`config.mk`:
```
export PLATFORM = sky130hd
export DESIGN_NAME = lsu
export DESIGN_NICKNAME = d
export VERILOG_FILES = /design/src/rtl/lsu_pkg.sv /design/src/rtl/lsu_align.sv /design/src/rtl/lsu.sv
export SDC_FILE = /design/constraint.sdc
export NUM_CORES = 1
export LEC_CHECK = 0
export CORE_ASPECT_RATIO = 1.25
export CORE_MARGIN = 4
export CORE_UTILIZATION = 40
export CTS_CLUSTER_SIZE = 20
export DETAILED_ROUTE_END_ITERATION = 10
export GPL_ROUTABILITY_DRIVEN = 1
export PLACE_DENSITY = 0.74
export SYNTH_ARGS = -nofsm -noshare
export SYNTH_HDL_FRONTEND = slang
export SYNTH_HIERARCHICAL = 1
export SYNTH_SLANG_ARGS = --single-unit
export TNS_END_PERCENT = 50
```
`constraint.sdc`:
```
create_clock -name clk_i -period 2.13 [get_ports clk_i]
set_clock_uncertainty 0.1 [all_clocks]
set_input_delay 0.213 -clock clk_i [delete_from_list [all_inputs] [get_ports clk_i]]
set_output_delay 0.213 -clock clk_i [all_outputs]
set_load 0.05 [all_outputs]
```
`src/rtl/lsu_pkg.sv`:
```
// Shared constants, state encoding and request legality check for the load/store unit.
package lsu_pkg;

    localparam int unsigned DATA_W = 32;

    // funct3 size codes
    localparam logic [2:0] F3_B  = 3'b000;
    localparam logic [2:0] F3_H  = 3'b001;
    localparam logic [2:0] F3_W  = 3'b010;
    localparam logic [2:0] F3_BU = 3'b100;
    localparam logic [2:0] F3_HU = 3'b101;

    typedef enum logic [2:0] {
        ST_IDLE,
        ST_ACCESS,
        ST_RMW_WR,
        ST_RESP,
        ST_ERR
    } state_t;

    // Legal when the size code exists for the direction and the address is naturally aligned
    function automatic logic lsu_is_legal(input logic we, input logic [2:0] size,
                                          input logic [1:0] addr_lo);
        logic ok;
        ok = 1'b0;
        case (size)
            F3_B, F3_BU: ok = 1'b1;
            F3_H, F3_HU: ok = ~addr_lo[0];
            F3_W:        ok = (addr_lo == 2'b00);
            default:     ok = 1'b0;
        endcase
        if (we && size[2]) begin
            ok = 1'b0;
        end
        return ok;
    endfunction

endpackage

```
`src/rtl/lsu_align.sv`:
```
// Lane steering: load extraction with sign/zero extension and sub-word store merge.
module lsu_align
    import lsu_pkg::*;
(
    input  logic [2:0]        size,
    input  logic [1:0]        addr_lo,
    input  logic [DATA_W-1:0] old_word,
    input  logic [DATA_W-1:0] wd,
    output logic [DATA_W-1:0] load_c,
    output logic [DATA_W-1:0] merge_c
);

    logic [7:0]  byte_v;
    logic [15:0] half_v;
    logic        sx;

    // Extract the addressed lane and extend it; splice new data into the old word
    always_comb begin
        byte_v  = old_word[{addr_lo, 3'b000} +: 8];
        half_v  = addr_lo[1] ? old_word[31:16] : old_word[15:0];
        sx      = ~size[2];
        load_c  = old_word;
        merge_c = old_word;
        case (size[1:0])
            2'b00: begin
                load_c = {{24{byte_v[7] & sx}}, byte_v};
                merge_c[{addr_lo, 3'b000} +: 8] = wd[7:0];
            end
            2'b01: begin
                load_c = {{16{half_v[15] & sx}}, half_v};
                if (addr_lo[1]) begin
                    merge_c[31:16] = wd[15:0];
                end else begin
                    merge_c[15:0] = wd[15:0];
                end
            end
            default: begin
                load_c  = old_word;
                merge_c = wd;
            end
        endcase
    end

endmodule

```
`src/rtl/lsu.sv`:
```
// Load/store unit: one request at a time, word-aligned memory accesses, RMW for SB/SH.
module lsu
    import lsu_pkg::*;
#(
    parameter int unsigned ADDR_W = 32
) (
    input  logic              clk_i,
    input  logic              rst_i,
    input  logic              req_i,
    input  logic              we_i,
    input  logic [2:0]        size_i,
    input  logic [ADDR_W-1:0] addr_i,
    input  logic [31:0]       wd_i,
    output logic              ready_o,
    output logic              done_o,
    output logic              err_o,
    output logic [31:0]       rd_o,
    output logic [ADDR_W-1:0] mem_addr_o,
    output logic [31:0]       mem_wd_o,
    output logic              mem_we_o,
    input  logic [31:0]       mem_rd_i
);

    state_t state, state_next;

    logic        we_q;
    logic [2:0]  size_q;
    logic [1:0]  addr_lo_q;
    logic [31:0] wd_q;

    logic              accept;
    logic              ready_n, done_n, err_n, mem_we_n;
    logic [ADDR_W-1:0] mem_addr_n;
    logic [31:0]       mem_wd_n, rd_n;
    logic [31:0]       load_c, merge_c;

    lsu_align u_align (
        .size    (size_q),
        .addr_lo (addr_lo_q),
        .old_word(mem_rd_i),
        .wd      (wd_q),
        .load_c  (load_c),
        .merge_c (merge_c)
    );

    assign accept = (state == ST_IDLE) && req_i;

    // Next state plus next values of the registered outputs
    always_comb begin
        state_next = state;
        mem_we_n   = 1'b0;
        mem_addr_n = '0;
        mem_wd_n   = '0;
        rd_n       = rd_o;
        case (state)
            ST_IDLE: begin
                if (req_i) begin
                    if (lsu_is_legal(we_i, size_i, addr_i[1:0])) begin
                        state_next = ST_ACCESS;
                        mem_addr_n = {addr_i[ADDR_W-1:2], 2'b00};
                        if (we_i && (size_i == F3_W)) begin
                            mem_we_n = 1'b1;
                            mem_wd_n = wd_i;
                        end
                    end else begin
                        state_next = ST_ERR;
                    end
                end
            end
            ST_ACCESS: begin
                if (!we_q) begin
                    rd_n       = load_c;
                    state_next = ST_RESP;
                end else if (size_q != F3_W) begin
                    state_next = ST_RMW_WR;
                    mem_addr_n = mem_addr_o;
                    mem_we_n   = 1'b1;
                    mem_wd_n   = merge_c;
                end else begin
                    state_next = ST_RESP;
                end
            end
            ST_RMW_WR: state_next = ST_RESP;
            ST_RESP:   state_next = ST_IDLE;
            ST_ERR:    state_next = ST_IDLE;
            default:   state_next = ST_IDLE;
        endcase
        ready_n = (state_next == ST_IDLE);
        done_n  = (state_next == ST_RESP) || (state_next == ST_ERR);
        err_n   = (state_next == ST_ERR);
    end

    // State, request and output registers
    always_ff @(posedge clk_i) begin
        if (rst_i) begin
            state      <= ST_IDLE;
            we_q       <= 1'b0;
            size_q     <= '0;
            addr_lo_q  <= '0;
            wd_q       <= '0;
            ready_o    <= 1'b1;
            done_o     <= 1'b0;
            err_o      <= 1'b0;
            rd_o       <= '0;
            mem_addr_o <= '0;
            mem_wd_o   <= '0;
            mem_we_o   <= 1'b0;
        end else begin
            state      <= state_next;
            ready_o    <= ready_n;
            done_o     <= done_n;
            err_o      <= err_n;
            rd_o       <= rd_n;
            mem_addr_o <= mem_addr_n;
            mem_wd_o   <= mem_wd_n;
            mem_we_o   <= mem_we_n;
            if (accept) begin
                we_q      <= we_i;
                size_q    <= size_i;
                addr_lo_q <= addr_i[1:0];
                wd_q      <= wd_i;
            end
        end
    end

endmodule

```
# ---- Word level (Yosys, flattened, before mapping)
# Cells that the tools add are included.
dict set report classes {
  n_addsub 1
  mul 0
  div_mod_pow 0
  magnitude_cmp 0
  n_eq_ne 11
  shifts 3
  muxes 32
  bitwise_logic 5
  n_reduce_logical 12
}
# cell n
set ops {}
lappend ops {{$mux 32} 9}
lappend ops {{$pmux 32 s2} 4}
lappend ops {{$mux 16} 3}
lappend ops {{$bwmux 32} 1}
lappend ops {{$shift 8x7->32 const A} 1}
lappend ops {{$shiftx 32x6->8} 1}
lappend ops {{$shiftx 8x7->32} 1}
lappend ops {{$mux 1} 10}
lappend ops {{$eq 3x2->1 const B} 3}
lappend ops {{$eq 3x3->1 const B} 3}
lappend ops {{$logic_not 3->1} 3}
lappend ops {{$pmux 3 s3} 1}
lappend ops {{$neg 5->7} 1}
lappend ops {{$eq 3x1->1 const B} 2}
lappend ops {{$mux 3} 2}
lappend ops {{$logic_not 2->1} 2}
lappend ops {{$reduce_or 2->1} 2}
lappend ops {{$logic_and 1x1->1} 3}
lappend ops {{$ne 3x2->1 const B} 1}
lappend ops {{$ne 3x3->1 const B} 1}
lappend ops {{$not 1->1} 3}
lappend ops {{$pmux 1 s3} 1}
lappend ops {{$and 1x1->1} 2}
lappend ops {{$eq 2x1->1 const B} 1}
lappend ops {{3 further kinds} 3}
dict set report word_totals {
  register_bits 141
  latchBits 0
  mem_bits_rw 0
  mem_bits_ro 0
  output_inout_bits 100
  n_memories 0
}

# ---- Depth between registers and ports, before layout
# Gate-level depths: netlist of the first run.
dict set report logic_depth {
  depth_word 11
  depth_mapped 9
  ltp_nobuf 7
}

# ---- By module
# The synthesis of the first run kept the hierarchy.
# module instances cells_each area_each_um2 seq_area_each_um2
set modules_own_cells {}
lappend modules_own_cells {lsu 1 489 4715.8 2782.7}
lappend modules_own_cells {lsu_align 1 235 1570.3 0.0}

# ---- Worst setup path after synthesis of the first run
# No wires, ideal clock.
dict set report synth_path {
  kind {reg2reg}
  start {register addr_lo_q[1]}
  end {register mem_wd_o[20]}
  setup_ps 59
  arrival_time_ps 1950
  slack_ps 21
  stages_incl_launch_ff 10
  n_path_buf 2
  cell_sequence {dfxtp_1 -> buf_4 -> buf_4 -> inv_1 -> ha_1 -> nand2b_1 -> nor3b_2 -> nand2_1 -> a32oi_1 -> a22o_1}
}
dict set report synth_via {
  elab_chain_cells 7
  elab_cells_between_ends 9
  classes_between {1 x add/sub; 2 x shift; 6 x mux}
}
# item line_no
set synth_lines {}
lappend synth_lines {{from (decl)} lsu.sv:28} ;# logic [1:0] addr_lo_q;
lappend synth_lines {{from (signal assigned)} lsu.sv:120} ;# addr_lo_q <= addr_i[1:0];
lappend synth_lines {{$neg 5->7} lsu_align.sv:27} ;# merge_c[{addr_lo, 3'b000} +: 8] = wd[7:0];
lappend synth_lines {{$shiftx 8x7->32 or $shift 8x7->32 (tied branches)} lsu_align.sv:27}
lappend synth_lines {{$bwmux 32} lsu_align.sv:27}
lappend synth_lines {{$pmux 32 s2 *} lsu_align.sv:24} ;# case (size[1:0])
lappend synth_lines {{via merge_c[20]} lsu.sv:35} ;# logic [31:0] load_c, merge_c;
lappend synth_lines {{$mux 32 *} lsu.sv:74} ;# end else if (size_q != F3_W) begin
lappend synth_lines {{$mux 32 *} lsu.sv:71} ;# if (!we_q) begin
lappend synth_lines {{$pmux 32 s2 *} lsu.sv:55} ;# case (state)
lappend synth_lines {{to (signal assigned)} lsu.sv:115} ;# mem_wd_o <= mem_wd_n;
lappend synth_lines {{to (decl)} lsu.sv:19} ;# output logic [31:0] mem_wd_o,
# Mark *: on every way through the listed nets, which the timed path passes. The rest lies on a longest branch.
# A chain may end at the register's enable or synchronous reset.

# ---- Worst setup path in the final report of the first run
# Ends and elaborated chain as after synthesis.

==> reports/qor.yml, run 1 <==
outcome: "complete, no violations"
p_total_mw: 8.994
relSlewSlack: 0.6243
grt_busiest_layer: "met2"
ys_ff_latch: 139
final_cell_mix: "nand2_1 (205), clkdlybuf4s50_1 (199), dfxtp_1 (138)"
worstSetupPathType: "flip-flop to flip-flop"
clk_pin_slew_worst_paths_ps: 60
synth_cells: 724
met3_usage: 0.06657
drv_cap: 0
ys_seq_area_frac: 0.4427
core_region_area_sq_mm: 0.01520
slowest_delay_ps: 360
synth_edf_count: 0
crit_top_cell: "buf_4"
first_pass_iters: 6
post-dp-hpwl_um: 16690
die_w_um: 120.1
htreeDepth: 4
synth_area_sq_mm: 0.006286
peakVddDrop_v: 0.0006100
start_util: 0.4135
ctsHoldBuffers: 0
synthFlopType: "dfxtp_1"
gp_congestion: 1.029
crit_path_end_kind: "flip-flop"
syn_area_per_cell_sq_um: 8.682
dpl-instance-area_sq_mm: 0.008723
dieHeight_um: 148.2
r2r_cells: 8
cts_setup_buffers: 0
yosysTopAreaCellShare: 0.4427
drt_iter0_drc: 767
reg2reg_from: "addr_lo_q[1]"
worstHoldStart: "rst_i"
slowest_stage: "dfxtp_1"
grt_max_degree: 45
tns_ps: 0
synthArstFlopShare: 0
root_buffer: "clkbuf_16"
num_rows: 50
n_antenna_cell: 0
grt_pass1_wl_um: 33440
cts_buffers: 17
hold_end: "state[1]"
die_area_sq_mm: 0.01780
place_inst: 1132
yosysWarningCount: 6
nFillCells: 1309
grt.total_usage: 0.2399
finalSetupViolCount: 0
final_nets: 1051
finalInstanceArea_sq_mm: 0.009324
use_met1: 0.2956
vias_per_cell: 5.424
period_share: 0.9586
gr-total-overflow: 0
min_path_cells: 3
grt_pass1_vias: 5984
cts_resized: 0
max_clock_freq_mhz: 489.8
ant_nets: 0
rrSetupSlack_ps: 90
cp.arrival_ps: 2310
path_cells: "buf_4 > ha_1 > nor3b_1 > nor3b_2 > buf_4 > nand2_1 > a32oi_1 > a22o_1"
clk_latency_ps: 420
worstPathRequired_ps: 2400
cts_tree: "built"
drive_above_1_share: 0.1328
powerDensity_mw_per_mm2: 964.6
post_synth_num_cell_types: 61
min_period_ps: 2042
cts_buffer_depth: 2
cp-start-kind: "flip-flop"
met2_usage: 0.3961
final_common_cell: "nand2_1"
worstPathMaxFanout: 14
power.leakage_nw: 3.479
port_buffers: 200
slew_viol_final: 0
synth_top_area_cell: "dfxtp_1"
totalWireLength_um: 21990
drc: 0
hp-class: "input pin to flip-flop"
clock-sinks: 139
ys_top_cells_by_area: "dfxtp_1 (44%), nand2_1 (12%), a22o_1 (10%), a21oi_1 (6.7%), a221o_1 (2.7%)"
r2r_end: "mem_wd_o[20]"
rsz0062_at_grt: "false"
num_vias: 6314
post_drt_wl_per_cell_um: 18.89
hold_violations: 0
syn2layout_area_growth_pct: 48.33
ios: 203
antenna_found_initial: 0
worstMarginPinSlew_ps: 561.9
layout.cells.non_filler: 1164
[flip-flops by register name, summed over array words and instances (netlist names)]
register and cells:
addr_lo_q 2, done_o 1, err_o 1, mem_addr_o 30, mem_wd_o 32, mem_we_o 1
rd_o 32, ready_o 1, size_q 3, state 3, wd_q 32, we_q 1
[power by group]
part	total (mW)	internal [mW]	leakage (nW)	switching, mW
logic	2.93	1.18	2.06	1.75
registers	3.06	2.85	1.13	0.213
clock network	3.00	1.85	0.288	1.15
total	8.99	5.88	3.48	3.11
[cells in the mapped netlist (3+ instances only)]
cell type	instances
a21oi_1	84
a21oi_2	10
a221o_1	17
a221oi_1	7
a222oi_1	7
a22o_1	72
a22oi_1	5
a2bb2oi_1	7
buf_2	14
buf_4	5
buf_6	8
clkbuf_1	26
dfxtp_1	139
ha_1	5
inv_1	14
mux2_2	7
mux2i_1	6
nand2_1	205
nand2b_1	5
nor2_1	10
nor2b_1	4
nor3_1	3
nor3b_1	3
o21ai_0	16
or2_2	3
[worst max-delay path by stage]
stage	startpoint	slack [ps]	cells after the start	end
2_1_floorplan	addr_lo_q[1]	20	9	mem_wd_o[20]
3_3_place_gp	addr_i[1]	20	4	mem_we_o
3_5_place_dp	size_i[2]	-60	4	mem_we_o
4_1_cts	addr_lo_q[1]	120	6	mem_wd_o[22]
5_1_grt	addr_lo_q[1]	6	8	mem_wd_o[20]
6_report	addr_lo_q[1]	90	8	mem_wd_o[20]
[critical path, delay by kind of cell (launching register included)]
kind	cells	cell delay [ps]
flops	1	360
compound gates	2	410
buf+inv	2	410
fa+ha+maj	1	200
simple gates	3	530
[per-layer routing]
layer | vias to the layer above | share of wire
met5 | - | 0
met4 | 0 | 0.038
met3 | 54 | 0.079
met2 | 293 | 0.47
met1 | 2943 | 0.41
li1 | 3024 | -
[kinds of logic (layout without fill, tap and decap cells)]
logic type | count (synthesis) | after routing | share of synthesized area
buffers and inverters | 72 | 303 | 0.06031
AND/OR/NAND/NOR | 254 | 254 | 0.1823
other | 1 | 2 | 0.0005966
flip-flops | 139 | 139 | 0.4427
adder cells (fa/ha/maj) | 5 | 5 | 0.009952
XOR/XNOR | 1 | 1 | 0.001394
multiplexers | 13 | 13 | 0.02210
AO/OA/AOI/OAI | 239 | 239 | 0.2807
[layout make-up]
class                           instances  area [sq um]  share of cell area
Multi-Input combinational cell        514          3156              0.3384
Timing Repair Buffer                  256          2467              0.2646
Inverter                               15         56.30            0.006039
Tap cell                              208         260.3             0.02791
Clock buffer                           19         432.9             0.04643
Sequential cell                       139          2784              0.2986
Clock inverter                         13         167.7             0.01798
[stage by stage]
stage	hold slack [ps]	setup slack (ps)	util
2_1_floorplan	238.5	20.64	-
3_3_place_gp	343.4	22.20	0.5738
3_5_place_dp	347.0	-56.14	0.5738
4_1_cts	147.6	124.9	0.6133
5_1_grt	173.1	5.599	0.6133
6_report	161.6	88.20	0.6133
Note: power is estimated with default switching activity, not from simulation.
==> inputs of run 2 (changes only) <==
Settings changed: REMOVE_ABC_BUFFERS set to 1.
==> reports/qor.yml, run 2 (same netlist as run 1, synthesis figures left out) <==
reg_top3: "mem_wd_o x32, rd_o x32, wd_q x32"
final_nets: 1044
clk_pin_slew_worst_paths_ps: 60
first_pass_iters: 5
htreeDepth: 4
n_antenna_cell: 0
tns_ps: 0
drt_iter0_drc: 660
drc: 0
place_ws_ps: -28.01
final_common_cell: "nand2_1"
cts_tree: "built"
core_region_area_sq_mm: 0.01520
slew_viol_final: 0
finalSetupViolCount: 0
dieHeight_um: 148.2
r2r_cells: 7
power.leakage_nw: 3.406
ios: 203
grt_max_degree: 71
dpl-instance-area_sq_mm: 0.008651
worstPathMaxFanout: 8
finalInstanceArea_sq_mm: 0.009176
grt_pass1_vias: 5989
gp_congestion: 0.9394
slowest_delay_ps: 450
hold_violations: 0
powerDensity_mw_per_mm2: 932.8
cp_num_cells: 7
cts_buffers: 17
critical-path-top-delay-family: "simple AND/OR/NAND/NOR gates"
layout.cells.non_filler: 1156
root_buffer: "clkbuf_16"
place_inst: 1124
worstPathRequired_ps: 2390
post-dp-hpwl_um: 15210
num_vias: 6239
relSlewSlack: 0.4471
grt_pass1_wl_um: 32630
drive_above_1_share: 0.1234
syn2layout_area_growth_pct: 45.98
path_cells: "buf_4 > buf_4 > ha_1 > nand2_1 > nor4_4 > a221o_1 > a22o_1"
num_rows: 50
vias_per_cell: 5.397
clock-sinks: 139
final_util: 0.6036
critPathBufInv: 2
start_util: 0.4135
cts_buffer_depth: 2
worstSetupPathType: "flip-flop to flip-flop"
cp.arrival_ps: 2270
outcome: "complete, no violations"
min_path_cells: 3
post_drt_wl_per_cell_um: 18.17
grt.total_usage: 0.2311
slowest_stage: "nor4_4"
worstMarginPinSlew_ps: 829.4
min_period_ps: 2006
ant_nets: 0
peakVddDrop_v: 0.0004632
cts_setup_buffers: 0
max_clock_freq_mhz: 498.5
gr-total-overflow: 0
crit_top_cell: "buf_4"
port_buffers: 200
antenna_found_initial: 0
clk_latency_ps: 420
final_cell_mix: "nand2_1 (205), clkdlybuf4s50_1 (199), dfxtp_1 (137)"
rsz0062_at_grt: "false"
cp-start-kind: "flip-flop"
drv_cap: 0
crit_path_end_kind: "flip-flop"
hp-class: "input pin to flip-flop"
period_share: 0.9417
fin_ws_ps: 124.1
die_w_um: 120.1
die_area_sq_mm: 0.01780
totalWireLength_um: 21010
[run 2: changes by cell type in the layout (fill, tap and decap cells not counted), sizes merged]
cell / previous run / this run
clkbuf: 19 / 23
clkinvlp: 2 / 1
dlygate4sd3: 0 / 1
bufinv: 3 / 0
buf: 57 / 49
inv: 16 / 14
clkinv: 7 / 8
[run 2: what timing repair did]
action	4_1_cts	5_1_grt
hold endpoints to repair	1	0
hold buffers	1	0
setup endpoints to repair	0	8
gates resized for setup	0	1
[run 2: worst min-delay path: stages]
cell and delay (ps):
clkdlybuf4s50_1 420, nand2_1 60, a21oi_1 50
[run 2: cell type report]
| type | instances | area (sq um) |
|---|---|---|
| clock buffer | 23 | 467.9 |
| clock inverter | 8 | 46.29 |
| fill | 1351 | 6026 |
| inverter | 15 | 56.30 |
| multi-input combinational | 514 | 3156 |
| sequential | 139 | 2785 |
| tap | 208 | 260.3 |
| timing repair buffer | 249 | 2405 |
[run 2: worst paths after layout]
| kind | from | slack (ps) | endpoint |
|---|---|---|---|
| worst max-delay path | addr_lo_q[1] | 120 | mem_wd_o[24] |
| worst min-delay path | wd_i[16] | 280 | wd_q[16] |
| worst max register to register | addr_lo_q[1] | 120 | mem_wd_o[24] |
| worst min register to register | rd_o[11] | 350 | rd_o[11] |
[run 2: layer usage]
metal / GRT usage / wire, um
met5: 0 / 0
met4: 0.08653 / 595
met3: 0.05553 / 1500
met2: 0.3972 / 10470
met1: 0.2799 / 8447
[run 2: report_power, final]
| part | total [mW] | switching [mW] | internal [mW] |
|---|---|---|---|
| clock | 2.61 | 1.08 | 1.53 |
| combinational | 2.90 | 1.75 | 1.15 |
| sequential | 3.05 | 0.198 | 2.85 |
[run 2: stage by stage]
step	power (mW)	hold WS [ps]
after floorplan	4.806	182.1
after global placement	5.933	344.6
after detailed placement	5.963	345.9
after CTS	8.571	264.2
after global routing	8.954	274.9
final	8.559	275.8
==> inputs of run 3 (changes only) <==
Clock period 2.13 ns to 1.6 ns, I/O delays scaled along.
==> reports/qor.yml, run 3 (same netlist as run 1, synthesis figures left out) <==
outcome: "finished with violations"
violations: "setup timing"
crit_path_end_kind: "flip-flop"
worstHoldStart: "rst_i"
reg_top3: "mem_wd_o x32, rd_o x32, wd_q x32"
post_drt_wl_per_cell_um: 20.23
place_inst: 1162
slew_viol_final: 0
die_w_um: 120.1
place_ws_ps: -474.6
num_vias: 6977
peakVddDrop_v: 0.0007763
slowest_delay_ps: 550
die_area_sq_mm: 0.01780
reg2reg_from: "state[1]"
power.leakage_nw: 4.183
holdWs_ps: 51.65
port_buffers: 200
n_antenna_cell: 0
dieHeight_um: 148.2
finalSetupViolCount: 126
first_pass_iters: 10
core_region_area_sq_mm: 0.01520
antenna_found_initial: 0
worstPathMaxFanout: 5
cts_buffer_depth: 2
period_share: 1.201
path_cells: "or4b_4 > nor3b_4 > buf_4 > buf_6 > clkbuf_16 > a22o_1"
post-dp-hpwl_um: 15630
p_total_mw: 13.41
hold_violations: 0
grt_pass1_vias: 6672
max_clock_freq_mhz: 520.4
clock-sinks: 139
worstSetupPathType: "flip-flop to flip-flop"
drive_above_1_share: 0.3415
worstMarginPinSlew_ps: 855.7
slowest_stage: "or4b_4"
start_util: 0.4135
rrSetupSlack_ps: -320
powerDensity_mw_per_mm2: 1309
syn2layout_area_growth_pct: 62.96
final_common_cell: "nand2_1"
r2r_end: "mem_wd_o[20]"
layout.cells.non_filler: 1224
cp.arrival_ps: 2200
cts_buffers: 17
grt_max_degree: 70
ant_nets: 0
grt.total_usage: 0.2613
vias_per_cell: 5.700
gr-total-overflow: 0
num_rows: 50
ctsHoldBuffers: 0
min_path_cells: 3
relSlewSlack: 0.4295
final_cell_mix: "nand2_1 (195), buf_4 (175), dfxtp_1 (132)"
root_buffer: "clkbuf_16"
grt_pass1_wl_um: 36430
cts_tree: "built"
drt_iter0_drc: 884
clk_latency_ps: 430
hp-class: "input pin to flip-flop"
min_period_ps: 1921
drv_cap: 0
htreeDepth: 4
final_nets: 1111
cp-start-kind: "flip-flop"
worstPathRequired_ps: 1880
ios: 203
hold_end: "we_q"
r2r_cells: 6
totalWireLength_um: 24760
fin_ws_ps: -321.4
drc: 0
clk_pin_slew_worst_paths_ps: 60
rsz0062_at_grt: "true"
gp_congestion: 0.9098
run 3: worst max-delay path by stage:
stage,startpoint,end,slack (ps),depth (start not counted)
final,state[1],mem_wd_o[20],-320,6
after global routing,state[1],mem_addr_o[8],-380,6
after CTS,addr_lo_q[0],rd_o[28],-290,8
after detailed placement,addr_i[1],mem_wd_o[4],-470,5
after global placement,addr_i[1],mem_we_o,-450,4
after floorplan,state[0],addr_lo_q[0],-2250,3
run 3: metal layers:
metal	vias to the layer above	wire, um	global-route usage
met3	87	2279	0.05858
met2	448	12430	0.4481
met5	-	0	0
met1	3296	8974	0.3059
li1	3146	-	-
met4	0	1069	0.1312
run 3: final cells by class:
| type | count | area [sq um] |
|---|---|---|
| clock buffer | 18 | 429.2 |
| fill | 1145 | 4959 |
| tap | 208 | 260.3 |
| sequential | 139 | 2799 |
| inverter | 15 | 62.56 |
| timing repair buffer | 316 | 2929 |
| multi-input combinational | 514 | 3543 |
| clock inverter | 14 | 220.2 |
run 3: power by group:
| part | internal, mW | switching (mW) | total, mW |
|---|---|---|---|
| clock | 2.77 | 1.58 | 4.35 |
| combinational | 2.18 | 2.84 | 5.02 |
| sequential | 3.81 | 0.231 | 4.04 |
| total | 8.76 | 4.65 | 13.4 |
run 3: through the flow:
step	cell area, sq um	utilization	TNS [ps]
after global routing	10240	0.6738	-31890
after global placement	8753	0.5758	-52370
after CTS	10060	0.6621	-19870
final	10240	0.6738	-22630
after floorplan	5967	-	-208270
after detailed placement	8753	0.5758	-54600
run 3: critical path: cells and delay by family (launching register included):
| family | cells | cell delay (ps) |
|---|---|---|
| flip-flops | 1 | 350 |
| AO/OA/AOI/OAI | 1 | 130 |
| AND/OR/NAND/NOR | 2 | 780 |
| buffers and inverters | 3 | 480 |
run 3: timing repair:
action                                  in CTS  in global routing
resized for setup                           73                 49
pin swaps                                   44                 59
gates cloned                                 7                  2
setup buffers                               18                 13
endpoints found under the setup margin     135                135
